--- config.mk ---
export PLATFORM = sky130hd
export DESIGN_NAME = key_event_ctrl
export DESIGN_NICKNAME = d
export VERILOG_FILES = /design/src/rtl/key_event_ctrl.sv
export SDC_FILE = /design/constraint.sdc
export NUM_CORES = 1
export LEC_CHECK = 0
export BUFFER_PORTS_ARGS = -buffer_cell sky130_fd_sc_hd__buf_2
export CAP_MARGIN = 20
export CORE_ASPECT_RATIO = 0.9
export CORE_MARGIN = 2
export CORE_UTILIZATION = 56
export DETAILED_ROUTE_END_ITERATION = 10
export HOLD_SLACK_MARGIN = 0.06
export PLACE_DENSITY = 0.76
export SYNTH_ARGS = -nofsm -noshare
export SYNTH_HDL_FRONTEND = slang
export SYNTH_SLANG_ARGS = --single-unit
--- constraint.sdc ---
create_clock -name clk -period 2 [get_ports clk]
set_clock_uncertainty 0.15 [all_clocks]
set_input_delay 0.2 -clock clk [delete_from_list [all_inputs] [get_ports clk]]
set_output_delay 0.2 -clock clk [all_outputs]
set_load 0.03 [all_outputs]
--- src/rtl/key_event_ctrl.sv ---
// Key event controller: tracks one debounced key at a time and queues
// PRESS/LONG/REPEAT/RELEASE events in a 4-entry FWFT FIFO.
module key_event_ctrl #(
    parameter logic [31:0] LONG_CYC   = 32'd50_000_000,
    parameter logic [31:0] REPEAT_CYC = 32'd10_000_000
) (
    input  logic       clk,
    input  logic       rst_n,
    input  logic [3:0] key_level,
    output logic       evt_valid,
    input  logic       evt_ready,
    output logic [1:0] evt_key,
    output logic [1:0] evt_type,
    output logic       ovf,
    input  logic       ovf_clr
);

    typedef enum logic [1:0] {
        ST_IDLE,
        ST_HELD,
        ST_RPT
    } state_e;

    localparam logic [1:0] EV_PRESS   = 2'b00;
    localparam logic [1:0] EV_LONG    = 2'b01;
    localparam logic [1:0] EV_REPEAT  = 2'b10;
    localparam logic [1:0] EV_RELEASE = 2'b11;

    state_e      state_q, state_d;
    logic [1:0]  trk_q, trk_d;
    logic [31:0] hold_q, hold_d;
    logic [3:0]  prev_q;
    logic [3:0]  press;

    logic        ev_we;
    logic [1:0]  ev_key;
    logic [1:0]  ev_type;

    logic [3:0]  mem_q [4];
    logic [2:0]  wp_q;
    logic [2:0]  rp_q;
    logic        ovf_q;
    logic        empty;
    logic        full;
    logic        rd;
    logic        wr_ok;
    logic        drop;

    always_comb begin
        press   = prev_q & ~key_level;
        state_d = state_q;
        trk_d   = trk_q;
        hold_d  = hold_q;
        ev_we   = 1'b0;
        ev_key  = trk_q;
        ev_type = EV_PRESS;
        unique case (state_q)
            ST_IDLE: begin
                if (|press) begin
                    // Lowest index wins; simultaneous edges elsewhere are lost.
                    if (press[0])      trk_d = 2'd0;
                    else if (press[1]) trk_d = 2'd1;
                    else if (press[2]) trk_d = 2'd2;
                    else               trk_d = 2'd3;
                    ev_we   = 1'b1;
                    ev_key  = trk_d;
                    ev_type = EV_PRESS;
                    hold_d  = 32'd0;
                    state_d = ST_HELD;
                end
            end
            ST_HELD: begin
                if (key_level[trk_q]) begin
                    ev_we   = 1'b1;
                    ev_type = EV_RELEASE;
                    hold_d  = 32'd0;
                    state_d = ST_IDLE;
                end else if (hold_q == LONG_CYC - 32'd1) begin
                    ev_we   = 1'b1;
                    ev_type = EV_LONG;
                    hold_d  = 32'd0;
                    state_d = ST_RPT;
                end else begin
                    hold_d  = hold_q + 32'd1;
                end
            end
            ST_RPT: begin
                if (key_level[trk_q]) begin
                    ev_we   = 1'b1;
                    ev_type = EV_RELEASE;
                    hold_d  = 32'd0;
                    state_d = ST_IDLE;
                end else if (hold_q == REPEAT_CYC - 32'd1) begin
                    ev_we   = 1'b1;
                    ev_type = EV_REPEAT;
                    hold_d  = 32'd0;
                end else begin
                    hold_d  = hold_q + 32'd1;
                end
            end
            default: begin
                state_d = ST_IDLE;
                hold_d  = 32'd0;
            end
        endcase
    end

    assign empty = (wp_q == rp_q);
    assign full  = (wp_q[1:0] == rp_q[1:0]) && (wp_q[2] != rp_q[2]);
    assign rd    = !empty && evt_ready;
    // A read on the same edge frees the slot, so a full FIFO still accepts.
    assign wr_ok = ev_we && (!full || rd);
    assign drop  = ev_we && full && !rd;

    always_ff @(posedge clk or negedge rst_n) begin
        if (!rst_n) begin
            state_q <= ST_IDLE;
            trk_q   <= 2'd0;
            hold_q  <= 32'd0;
            prev_q  <= 4'b1111;
            wp_q    <= 3'd0;
            rp_q    <= 3'd0;
            ovf_q   <= 1'b0;
            for (int i = 0; i < 4; i++) begin
                mem_q[i] <= 4'd0;
            end
        end else begin
            state_q <= state_d;
            trk_q   <= trk_d;
            hold_q  <= hold_d;
            prev_q  <= key_level;
            if (wr_ok) begin
                mem_q[wp_q[1:0]] <= {ev_key, ev_type};
                wp_q             <= wp_q + 3'd1;
            end
            if (rd) begin
                rp_q <= rp_q + 3'd1;
            end
            ovf_q <= drop || (ovf_q && !ovf_clr);
        end
    end

    assign evt_valid           = !empty;
    assign {evt_key, evt_type} = empty ? 4'd0 : mem_q[rp_q[1:0]];
    assign ovf                 = ovf_q;

endmodule
==> results of run 1 <==
[flip-flops by register name, summed over array words and instances, names as in the netlist]
signal,count
ovf,1
rp_q,3
mem_q,16
state_q,2
hold_q,32
wp_q,3
trk_q,2
prev_q,4
[stage by stage]
stage | worst slack [ps] | instance area, um2 | total power [mW] | hold slack [ps]
detailed placement | -242 | 4340 | 4.20 | 87.7
floorplan | -43.3 | 3610 | 3.42 | -246
global placement | -171 | 4340 | 4.09 | 88.8
finish | -378 | 4980 | 5.99 | 228
CTS | -174 | 4860 | 5.67 | 250
global route | -412 | 4980 | 6.21 | 275
[placed cells by master (no fill, tap or decap), types with 4 or more instances in the layout]
master	instances
mux4_2	5
clkbuf_8	9
and2_1	4
dlygate4sd3_1	7
nor2_1	32
dfstp_2	4
nand4_1	8
xor2_1	8
o21ai_2	4
mux2_2	16
xnor2_1	11
o21ai_0	4
nand3_4	5
inv_1	10
buf_12	4
buf_4	78
a22o_1	9
o21ai_1	4
nor2b_1	5
nor4_2	4
ha_1	8
nor2b_4	4
nor2_2	5
nand3_1	15
and3_1	8
buf_2	9
dfrtp_1	59
nor3_1	4
nand2_1	24
a21o_1	11
buf_6	10
[metal layers]
layer	vias up	global-route usage	routed length [um]
met5	-	0	0
met4	0	0.188	832
met3	89	0.0769	1090
met2	243	0.515	5360
met1	1685	0.406	4350
li1	1470	-	-
[power by group through the flow]
stage               Combinational, mW  Sequential [mW]  Clock, mW
floorplan                        1.69             1.73          0
global placement                 2.38             1.71          0
detailed placement               2.47             1.73          0
CTS                              3.00             1.71      0.967
global route                     3.44             1.75       1.02
finish                           3.28             1.74      0.964
[area by class of cell]
type                       count  area, um2
fill                         311       1130
sequential                    63       1580
multi-input combinational    260       2200
clock inverter                 6       37.5
tap                           87        109
clock buffer                  10        128
timing repair buffer         108        893
inverter                      10       37.5
[Yosys cell counts (3+ instances only)]
cell       n
dfrtp_1   59
nor2_1    36
nand2_1   28
nand3_1   21
mux2_2    18
a21o_1    11
xnor2_1   11
ha_1      10
inv_1     10
o21ai_0   10
a22o_1     9
and3_1     9
nor2b_1    9
nand4_1    8
nor3_1     8
xor2_1     8
mux4_2     5
nor4_1     5
buf_2      4
dfstp_2    4
a21oi_1    3
a22o_2     3
and2_1     3
and4_1     3
nand2b_1   3
o31ai_1    3
[critical path, cell delays in order (launching register included)]
cell and delay, ps:
dfrtp_1 460, nor4_1 530, nand2_2 130, nor3_4 180, a31o_4 290, nand3_4 170
mux2_4 340
[kinds of logic after synthesis]
family / synth area share
AND/OR/NAND/NOR: 0.216
buffers and inverters: 0.0248
flip-flops: 0.449
AO/OA/AOI/OAI: 0.133
XOR/XNOR: 0.0472
multiplexers: 0.0951
adder cells (fa/ha/maj): 0.0355
[worst paths after layout]
| check | endpoint | startpoint | depth (start not counted) | slack [ps] |
|---|---|---|---|---|
| setup / recovery | mem_q[1] | hold_q[18] | 6 | -380 |
| hold / removal | hold_q[18] | rst_n | 3 | 230 |
| setup reg to reg | mem_q[1] | hold_q[18] | 6 | -380 |
| hold reg to reg | wp_q[2] | wp_q[2] | 1 | 350 |
| max in group asynchronous | prev_q[0] | rst_n | 3 | 1120 |
| min in group clk | wp_q[2] | wp_q[2] | 1 | 350 |
[what timing repair did]
| item | in CTS | in global routing |
|---|---|---|
| hold buffers | 7 | 0 |
| pin swaps | 9 | 12 |
| endpoints found under the setup margin | 55 | 58 |
| setup buffers | 9 | 3 |
| endpoints found under the hold margin | 70 | 0 |
| gates resized for setup | 43 | 27 |
==> reports/summary.json, run 1 <==
{
  "status": "finished, violations left",
  "failed_checks": "setup timing",
  "synth.ff_latch_count": 63,
  "boundaryPins": 14,
  "post_layout_nonfiller_instances": 544,
  "combinationalPowerShare": 0.549,
  "cts_made_buffers": 9,
  "yosysWarnings": 0,
  "timing_max_transition_violations_final": 0,
  "initial_core_util": 0.577,
  "element_type_at_the_critical_path_end": "register",
  "worst_ir_drop_vdd_v": 0.00108,
  "synth_area_leader_cell": "dfrtp_1",
  "async_flop_share": 1.00,
  "syn2layout_area_growth_pct": 41.3,
  "grt_max_degree": 64,
  "syn-num-nets": 359,
  "timing.critical_path.fanout_max": 6,
  "detail_route.first_pass.iterations": 6,
  "synth_top_cells_by_area": "dfrtp_1 42%, mux2_2 5.7%, nor2_1 3.8%",
  "path_clk_slew_ps": 80,
  "row_count": 27,
  "placed_cell_count": 509,
  "drt_first_iter_violations": 375,
  "fmaxAchievable_mhz": 420,
  "num_antenna_cells": 0,
  "share_of_layout_cells_above_drive_strength_1": 0.442,
  "maxcap_violations": 0,
  "transition_time_at_the_pin_with_the_least_slew_margin_ps": 607,
  "drt.antenna.violating_nets": 0,
  "post_synth_edffs": 0,
  "detail_route.drc_violations": 0,
  "grt.overflow.total": 0,
  "hpwl_um": 6210,
  "vias_per_cell": 6.41,
  "fp.dieArea_mm2": 0.00695,
  "dieHeight_um": 79.3,
  "sequentialPowerShare": 0.290,
  "routed_wire_length_per_instance_um": 21.4,
  "hold_viol": 0,
  "startpoint_type": "register",
  "clock_power_share": 0.161,
  "die_width_um": 87.6,
  "grt_first_pass_wirelength_um": 16900,
  "synthesis.area_mm2": 0.00353,
  "cts_num_sinks": 63,
  "report.final.setup_viol": 58,
  "post-route-min-period_ps": 2380,
  "leakagePower_nw": 2.28,
  "worst_hold_path_type": "input pin to async pin",
  "synth_top_area_share": 0.419,
  "clk_root_buffer_cell": "clkbuf_8",
  "synthFlopType": "dfrtp_1",
  "timing.final.crit_share": 1.19,
  "fp.coreArea_mm2": 0.00611,
  "routed_wirelength_um": 11600,
  "syn_inst": 341,
  "power.share.switching": 0.400,
  "setup_total_negative_slack_ps": -14030,
  "final_core_utilization": 0.815,
  "timing.setup.critical_path_class": "register to register",
  "ys_types": 60,
  "layout.nets": 470,
  "postSynthAreaPerCell_um2": 10.3,
  "antenna_violations_before_repair": 0,
  "clock_latency_ps": 350,
  "via_count": 3487,
  "io_buffers": 13,
  "cts_tree": "yes",
  "unrepaired_setup_endpoints_after_global_routing": "true",
  "timing.critical_path.arrival_ps": 2470,
  "netSwitchingPower_mw": 2.40,
  "slew_headroom": 0.595,
  "ctsLongestPathBuffers": 2,
  "power_per_cell_area_mw_per_mm2": 1200,
  "cell_internal_pwr_mw": 3.59,
  "groute.usage.overall": 0.325,
  "synth_seq_area_share": 0.449,
  "ctsHtreeMaxLevel": 3,
  "routability_congestion_estimate_from_global_placement": 0.860,
  "cp.required_ps": 2090,
  "vias_in_the_first_global_route": 3427,
  "final.setup.worst_slack_ps": -378
}
Power figures use the tool's default switching activity.
==> inputs of run 2 (changes only) <==
Settings changed: ABC_AREA set to 1, CTS_CLUSTER_SIZE set to 16.
==> reports/summary.json, run 2 <==
{
  "vias_per_cell": 5.46,
  "largestRegisters": "hold_q: 32 flops, mem_q: 16 flops, prev_q: 4 flops",
  "final.setup.worst_slack_ps": -162,
  "fp.dieArea_mm2": 0.00742,
  "yosysWarnings": 0,
  "startpoint_type": "register",
  "fp.coreArea_mm2": 0.00655,
  "placed_cell_count": 638,
  "wl_met1_um": 4680,
  "syn2layout_area_growth_pct": 27.7,
  "cts_made_buffers": 9,
  "routability_congestion_estimate_from_global_placement": 0.911,
  "grt_max_degree": 64,
  "row_count": 28,
  "layout.nets": 603,
  "dieHeight_um": 81.9,
  "element_type_at_the_critical_path_end": "register",
  "io_buffers": 13,
  "drt_first_iter_violations": 381,
  "synth_simple_gate_area_frac": 0.344,
  "timing.final.crit_share": 1.08,
  "grt_first_pass_wirelength_um": 15700,
  "worst_hold_path_type": "input pin to async pin",
  "syn-num-nets": 532,
  "top_library_cells_by_usage_in_the_layout_fill_and_taps_aside": "121 x nand2_1, 71 x nor2_1, 54 x inv_1, 54 x dfrtp_1, 42 x buf_4",
  "setup_total_negative_slack_ps": -2400,
  "postSynthAreaPerCell_um2": 7.35,
  "via_count": 3711,
  "hold_viol": 0,
  "hpwl_um": 6690,
  "failed_checks": "setup timing",
  "detailroute.wirelength.met3_um": 649,
  "drt.antenna.violating_nets": 0,
  "final_core_utilization": 0.736,
  "timing.critical_path.arrival_ps": 2260,
  "maxcap_violations": 0,
  "synth_top_family_by_area": "simple AND/OR/NAND/NOR gates",
  "synth_area_leader_cell": "dfrtp_1",
  "die_width_um": 90.6,
  "grt.overflow.total": 0,
  "largest_register_ff_count": 32,
  "post_layout_nonfiller_instances": 680,
  "boundaryPins": 14,
  "report.final.setup_viol": 20,
  "clock_latency_ps": 360,
  "cts_num_sinks": 63,
  "groute.usage.overall": 0.266,
  "layout.cells.most_common": "nand2_1",
  "fmaxAchievable_mhz": 463,
  "timing.critical_path.fanout_max": 8,
  "antenna_violations_before_repair": 0,
  "syn_inst": 514,
  "share_of_layout_cells_above_drive_strength_1": 0.261,
  "synth.most_common_cell": "nand2_1",
  "status": "finished, violations left",
  "detail_route.first_pass.iterations": 7,
  "cts_tree": "yes",
  "final_cell_area_mm2": 0.00482,
  "timing_max_transition_violations_final": 0,
  "detailedPlace.worstSlack_ps": -51.5,
  "worst_ir_drop_vdd_v": 0.000852,
  "finalPower_mw": 6.02,
  "muxShareOfSynthArea": 0.00298,
  "power_per_cell_area_mw_per_mm2": 1250,
  "clk_root_buffer_cell": "clkbuf_8",
  "ys_types": 36,
  "ctsLongestPathBuffers": 2,
  "num_antenna_cells": 0,
  "hold_ws_ps": 229,
  "slew_headroom": 0.682,
  "transition_time_at_the_pin_with_the_least_slew_margin_ps": 474,
  "netlist_top_cells_count": "136 x nand2_1, 81 x nor2_1, 59 x dfrtp_1",
  "ctsHtreeMaxLevel": 3,
  "routed_wire_length_per_instance_um": 14.8,
  "cp.required_ps": 2100,
  "post_synth_edffs": 0,
  "path_clk_slew_ps": 70,
  "synth-compound-area-share": 0.0609,
  "vias_in_the_first_global_route": 3374,
  "routed_wirelength_um": 10100,
  "unrepaired_setup_endpoints_after_global_routing": "true",
  "synth_top_cells_by_area": "dfrtp_1 39%, nand2_1 14%, nor2_1 8.0%",
  "synth_seq_area_share": 0.419,
  "synthesis.area_mm2": 0.00378,
  "post-route-min-period_ps": 2160,
  "timing.setup.critical_path_class": "register to register",
  "synth_fa_ha_area_frac": 0.0331,
  "synthFlopType": "dfrtp_1",
  "detail_route.drc_violations": 0,
  "leakagePower_nw": 2.29,
  "largest-register": "hold_q",
  "ff2ff_path_depth": 13,
  "yosys.area_share.xor_xnor": 0.0533,
  "dr_top_layer": "met4",
  "synth.ff_latch_count": 63,
  "async_flop_share": 1.00,
  "wl_met2_um": 4570,
  "synth_top_area_share": 0.391,
  "dpl_cell_area_mm2": 0.00416,
  "initial_core_util": 0.577
}
[run 2: changes by cell type in the layout (fill, tap and decap cells not counted), moves of 15 or more]
cell	delta
buf_4	-36
inv_1	+44
mux2_2	-15
nand2_1	+97
nand4_1	+22
nor2_1	+39
[run 2: worst max-delay path, stage by stage (launching register included)]
cell	delay [ps]
dfrtp_1	370
ha_2	210
nand2_2	70
nor2_4	110
nand3_2	100
nor2_4	140
nand2_2	70
a21oi_2	170
nand2_2	120
a21oi_4	220
buf_6	170
nand2_4	60
nand2_1	60
nand2_1	50
[run 2: power breakdown]
part	leakage [nW]	switching [mW]	internal, mW
registers	0.827	0.213	1.55
clock network	0.0996	0.506	0.643
logic	1.36	1.89	1.23
total	2.29	2.61	3.42
[run 2: area by class of cell]
| type | count | area (um2) |
|---|---|---|
| well taps | 90 | 113 |
| inverters | 69 | 264 |
| multi-input cells | 371 | 2060 |
| clock inverters | 3 | 42.5 |
| fillers | 491 | 1730 |
| clock buffers | 13 | 159 |
| flip-flops and latches | 63 | 1590 |
| repair buffers | 71 | 594 |
[run 2: repair_timing]
action | 4_1_cts | 5_1_grt
endpoints found under the hold margin | 70 | 0
endpoints found under the setup margin | 30 | 58
gates cloned | 0 | 2
gates resized for setup | 14 | 53
setup buffers | 1 | 16
pin swaps | 7 | 27
hold buffers | 7 | 0
[run 2: cell families after synthesis]
family	after synthesis
compound gates	37
xor+xnor	23
fa+ha+maj	10
buf+inv	80
flops	63
mux	1
simple gates	300
[run 2: path summary, 6_finish.rpt]
path,from,to,slack (ps)
max,hold_q[1],wp_q[2],-160
min,rst_n,hold_q[18],230
max reg2reg,hold_q[1],wp_q[2],-160
min reg2reg,mem_q[4],mem_q[4],330
max in group asynchronous,rst_n,prev_q[0],1170
min in group clk,mem_q[4],mem_q[4],330
[run 2: metal layers]
metal	track usage	vias to the layer above
met5	0	-
met4	0.0754	0
met3	0.0523	19
met2	0.419	147
met1	0.378	1757
li1	-	1788
==> inputs of run 3 (changes only) <==
Settings changed: CELL_PAD_IN_SITES_DETAIL_PLACEMENT set to 0, CELL_PAD_IN_SITES_GLOBAL_PLACEMENT set to 2, CORE_UTILIZATION 56 to 33, PLACE_DENSITY 0.76 to 0.88.
==> reports/summary.json, run 3 (synthesized netlist as in run 2, its figures left out) <==
{
  "hpwl_um": 7350,
  "grt_first_pass_wirelength_um": 16700,
  "timing.critical_path.arrival_ps": 2120,
  "cell_chain_of_the_critical_path": "ha_2, nand3_1, nor2_1, nand2_1, nor2_2, nor2_2, nand2_1, nand2_2, a21oi_4, buf_6, nand4_1, nand2_1",
  "finalPower_mw": 6.36,
  "cp_common_cell": "nand2_1",
  "share_of_layout_cells_above_drive_strength_1": 0.278,
  "path_clk_slew_ps": 60,
  "ctsHtreeMaxLevel": 3,
  "routed_wire_length_per_instance_um": 13.2,
  "top_library_cells_by_usage_in_the_layout_fill_and_taps_aside": "122 x nand2_1, 70 x nor2_1, 61 x buf_4, 59 x dfrtp_1, 55 x inv_1",
  "detail_route.first_pass.iterations": 4,
  "die_width_um": 117,
  "report.final.setup_viol": 1,
  "worst_path_dominant_cell_family": "simple AND/OR/NAND/NOR gates",
  "routed_wirelength_um": 10100,
  "worst_hold_path_type": "input pin to async pin",
  "count_of_fill_cells_added_during_filler_insertion": 1163,
  "dpl_cell_area_mm2": 0.00444,
  "final.setup.worst_slack_ps": -0.504,
  "largest-register": "hold_q",
  "drt_first_iter_violations": 226,
  "post-route-min-period_ps": 2000,
  "timing.final.crit_share": 1.00,
  "slew_headroom": 0.695,
  "unrepaired_setup_endpoints_after_global_routing": "true",
  "fmaxAchievable_mhz": 500,
  "leakagePower_nw": 2.44,
  "final_core_utilization": 0.458,
  "worst_ir_drop_vdd_v": 0.000475,
  "status": "finished, violations left",
  "initial_core_util": 0.334,
  "clk_root_buffer_cell": "clkbuf_16",
  "cts_num_sinks": 63,
  "fp.dieArea_mm2": 0.0123,
  "hold_viol": 0,
  "clock_latency_ps": 330,
  "ctsLongestPathBuffers": 2,
  "dieHeight_um": 106,
  "layout.nets": 622,
  "cts_made_buffers": 9,
  "vias_per_cell": 4.76,
  "num_antenna_cells": 0,
  "maxcap_violations": 0,
  "layout.cells.most_common": "nand2_1",
  "routability_congestion_estimate_from_global_placement": 0.825,
  "groute.usage.overall": 0.173,
  "grt.overflow.total": 0,
  "syn2layout_area_growth_pct": 36.9,
  "timing_max_transition_violations_final": 0,
  "startpoint_type": "register",
  "row_count": 37,
  "largest_register_ff_count": 32,
  "detail_route.drc_violations": 0,
  "antenna_violations_before_repair": 0,
  "timing.critical_path.fanout_max": 10,
  "grt_max_degree": 36,
  "transition_time_at_the_pin_with_the_least_slew_margin_ps": 457,
  "hold_ws_ps": 279,
  "setup_total_negative_slack_ps": -0.504,
  "drt.antenna.violating_nets": 0,
  "critPathSlowestCell": "dfrtp_1",
  "io_buffers": 13,
  "failed_checks": "setup timing",
  "largestRegisters": "hold_q: 32 flops, mem_q: 16 flops, prev_q: 4 flops",
  "vias_in_the_first_global_route": 3488,
  "max_stage_delay_ps": 350,
  "crit_buf_inv": 1,
  "cp.required_ps": 2120,
  "boundaryPins": 14,
  "element_type_at_the_critical_path_end": "register",
  "timing.setup.critical_path_class": "register to register",
  "via_count": 3645,
  "power_per_cell_area_mw_per_mm2": 1230,
  "final_cell_area_mm2": 0.00517,
  "fp.coreArea_mm2": 0.0113,
  "cts_tree": "yes"
}
[run 3: report_power, final]
group	total (mW)	switching, mW	internal (mW)
clock	1.69	0.598	1.09
combinational	2.93	1.78	1.15
sequential	1.74	0.195	1.54
total	6.36	2.57	3.79
[run 3: worst paths after layout]
path | start | to | slack, ps | cells after the start
max in group asynchronous | rst_n | mem_q[10] | 1060 | 3
min reg2reg | mem_q[4] | mem_q[4] | 340 | 2
max reg2reg | hold_q[1] | mem_q[10] | -0.5 | 12
min in group clk | mem_q[4] | mem_q[4] | 340 | 2
max | hold_q[1] | mem_q[10] | -0.5 | 12
min | rst_n | hold_q[12] | 280 | 3
[run 3: through the flow]
stage          cells  worst slack [ps]
2_1_floorplan    514              3.23
3_3_place_gp     730             -50.9
3_5_place_dp     730             -62.6
4_1_cts          754             -15.9
5_1_grt          765              -170
6_report         765            -0.504
[run 3: layer usage]
| metal | global-route usage | vias up | wire length, um |
|---|---|---|---|
| li1 | - | 1827 | - |
| met1 | 0.263 | 1734 | 5160 |
| met2 | 0.246 | 71 | 4410 |
| met3 | 0.0242 | 13 | 326 |
| met4 | 0.0639 | 0 | 185 |
| met5 | 0 | - | 0 |
[run 3: cell type report]
type / instances / area [um2] / share of cell area
inverters: 69 / 264 / 0.0510
multi-input cells: 371 / 2090 / 0.405
clock inverters: 6 / 85.1 / 0.0164
repair buffers: 90 / 723 / 0.140
clock buffers: 10 / 229 / 0.0443
flip-flops and latches: 63 / 1580 / 0.306
well taps: 156 / 195 / 0.0377
[run 3: tightest hold or removal path: stages]
cell and delay [ps]:
dlygate4sd3_1 520, buf_2 110, buf_4 340
[run 3: repair_timing]
action / in CTS / in global routing
cloned: 0 / 0
endpoints found under the hold margin: 66 / 0
setup buffers: 1 / 12
endpoints found under the setup margin: 33 / 55
pin swaps: 1 / 28
hold buffers: 7 / 0
gates resized for setup: 8 / 60
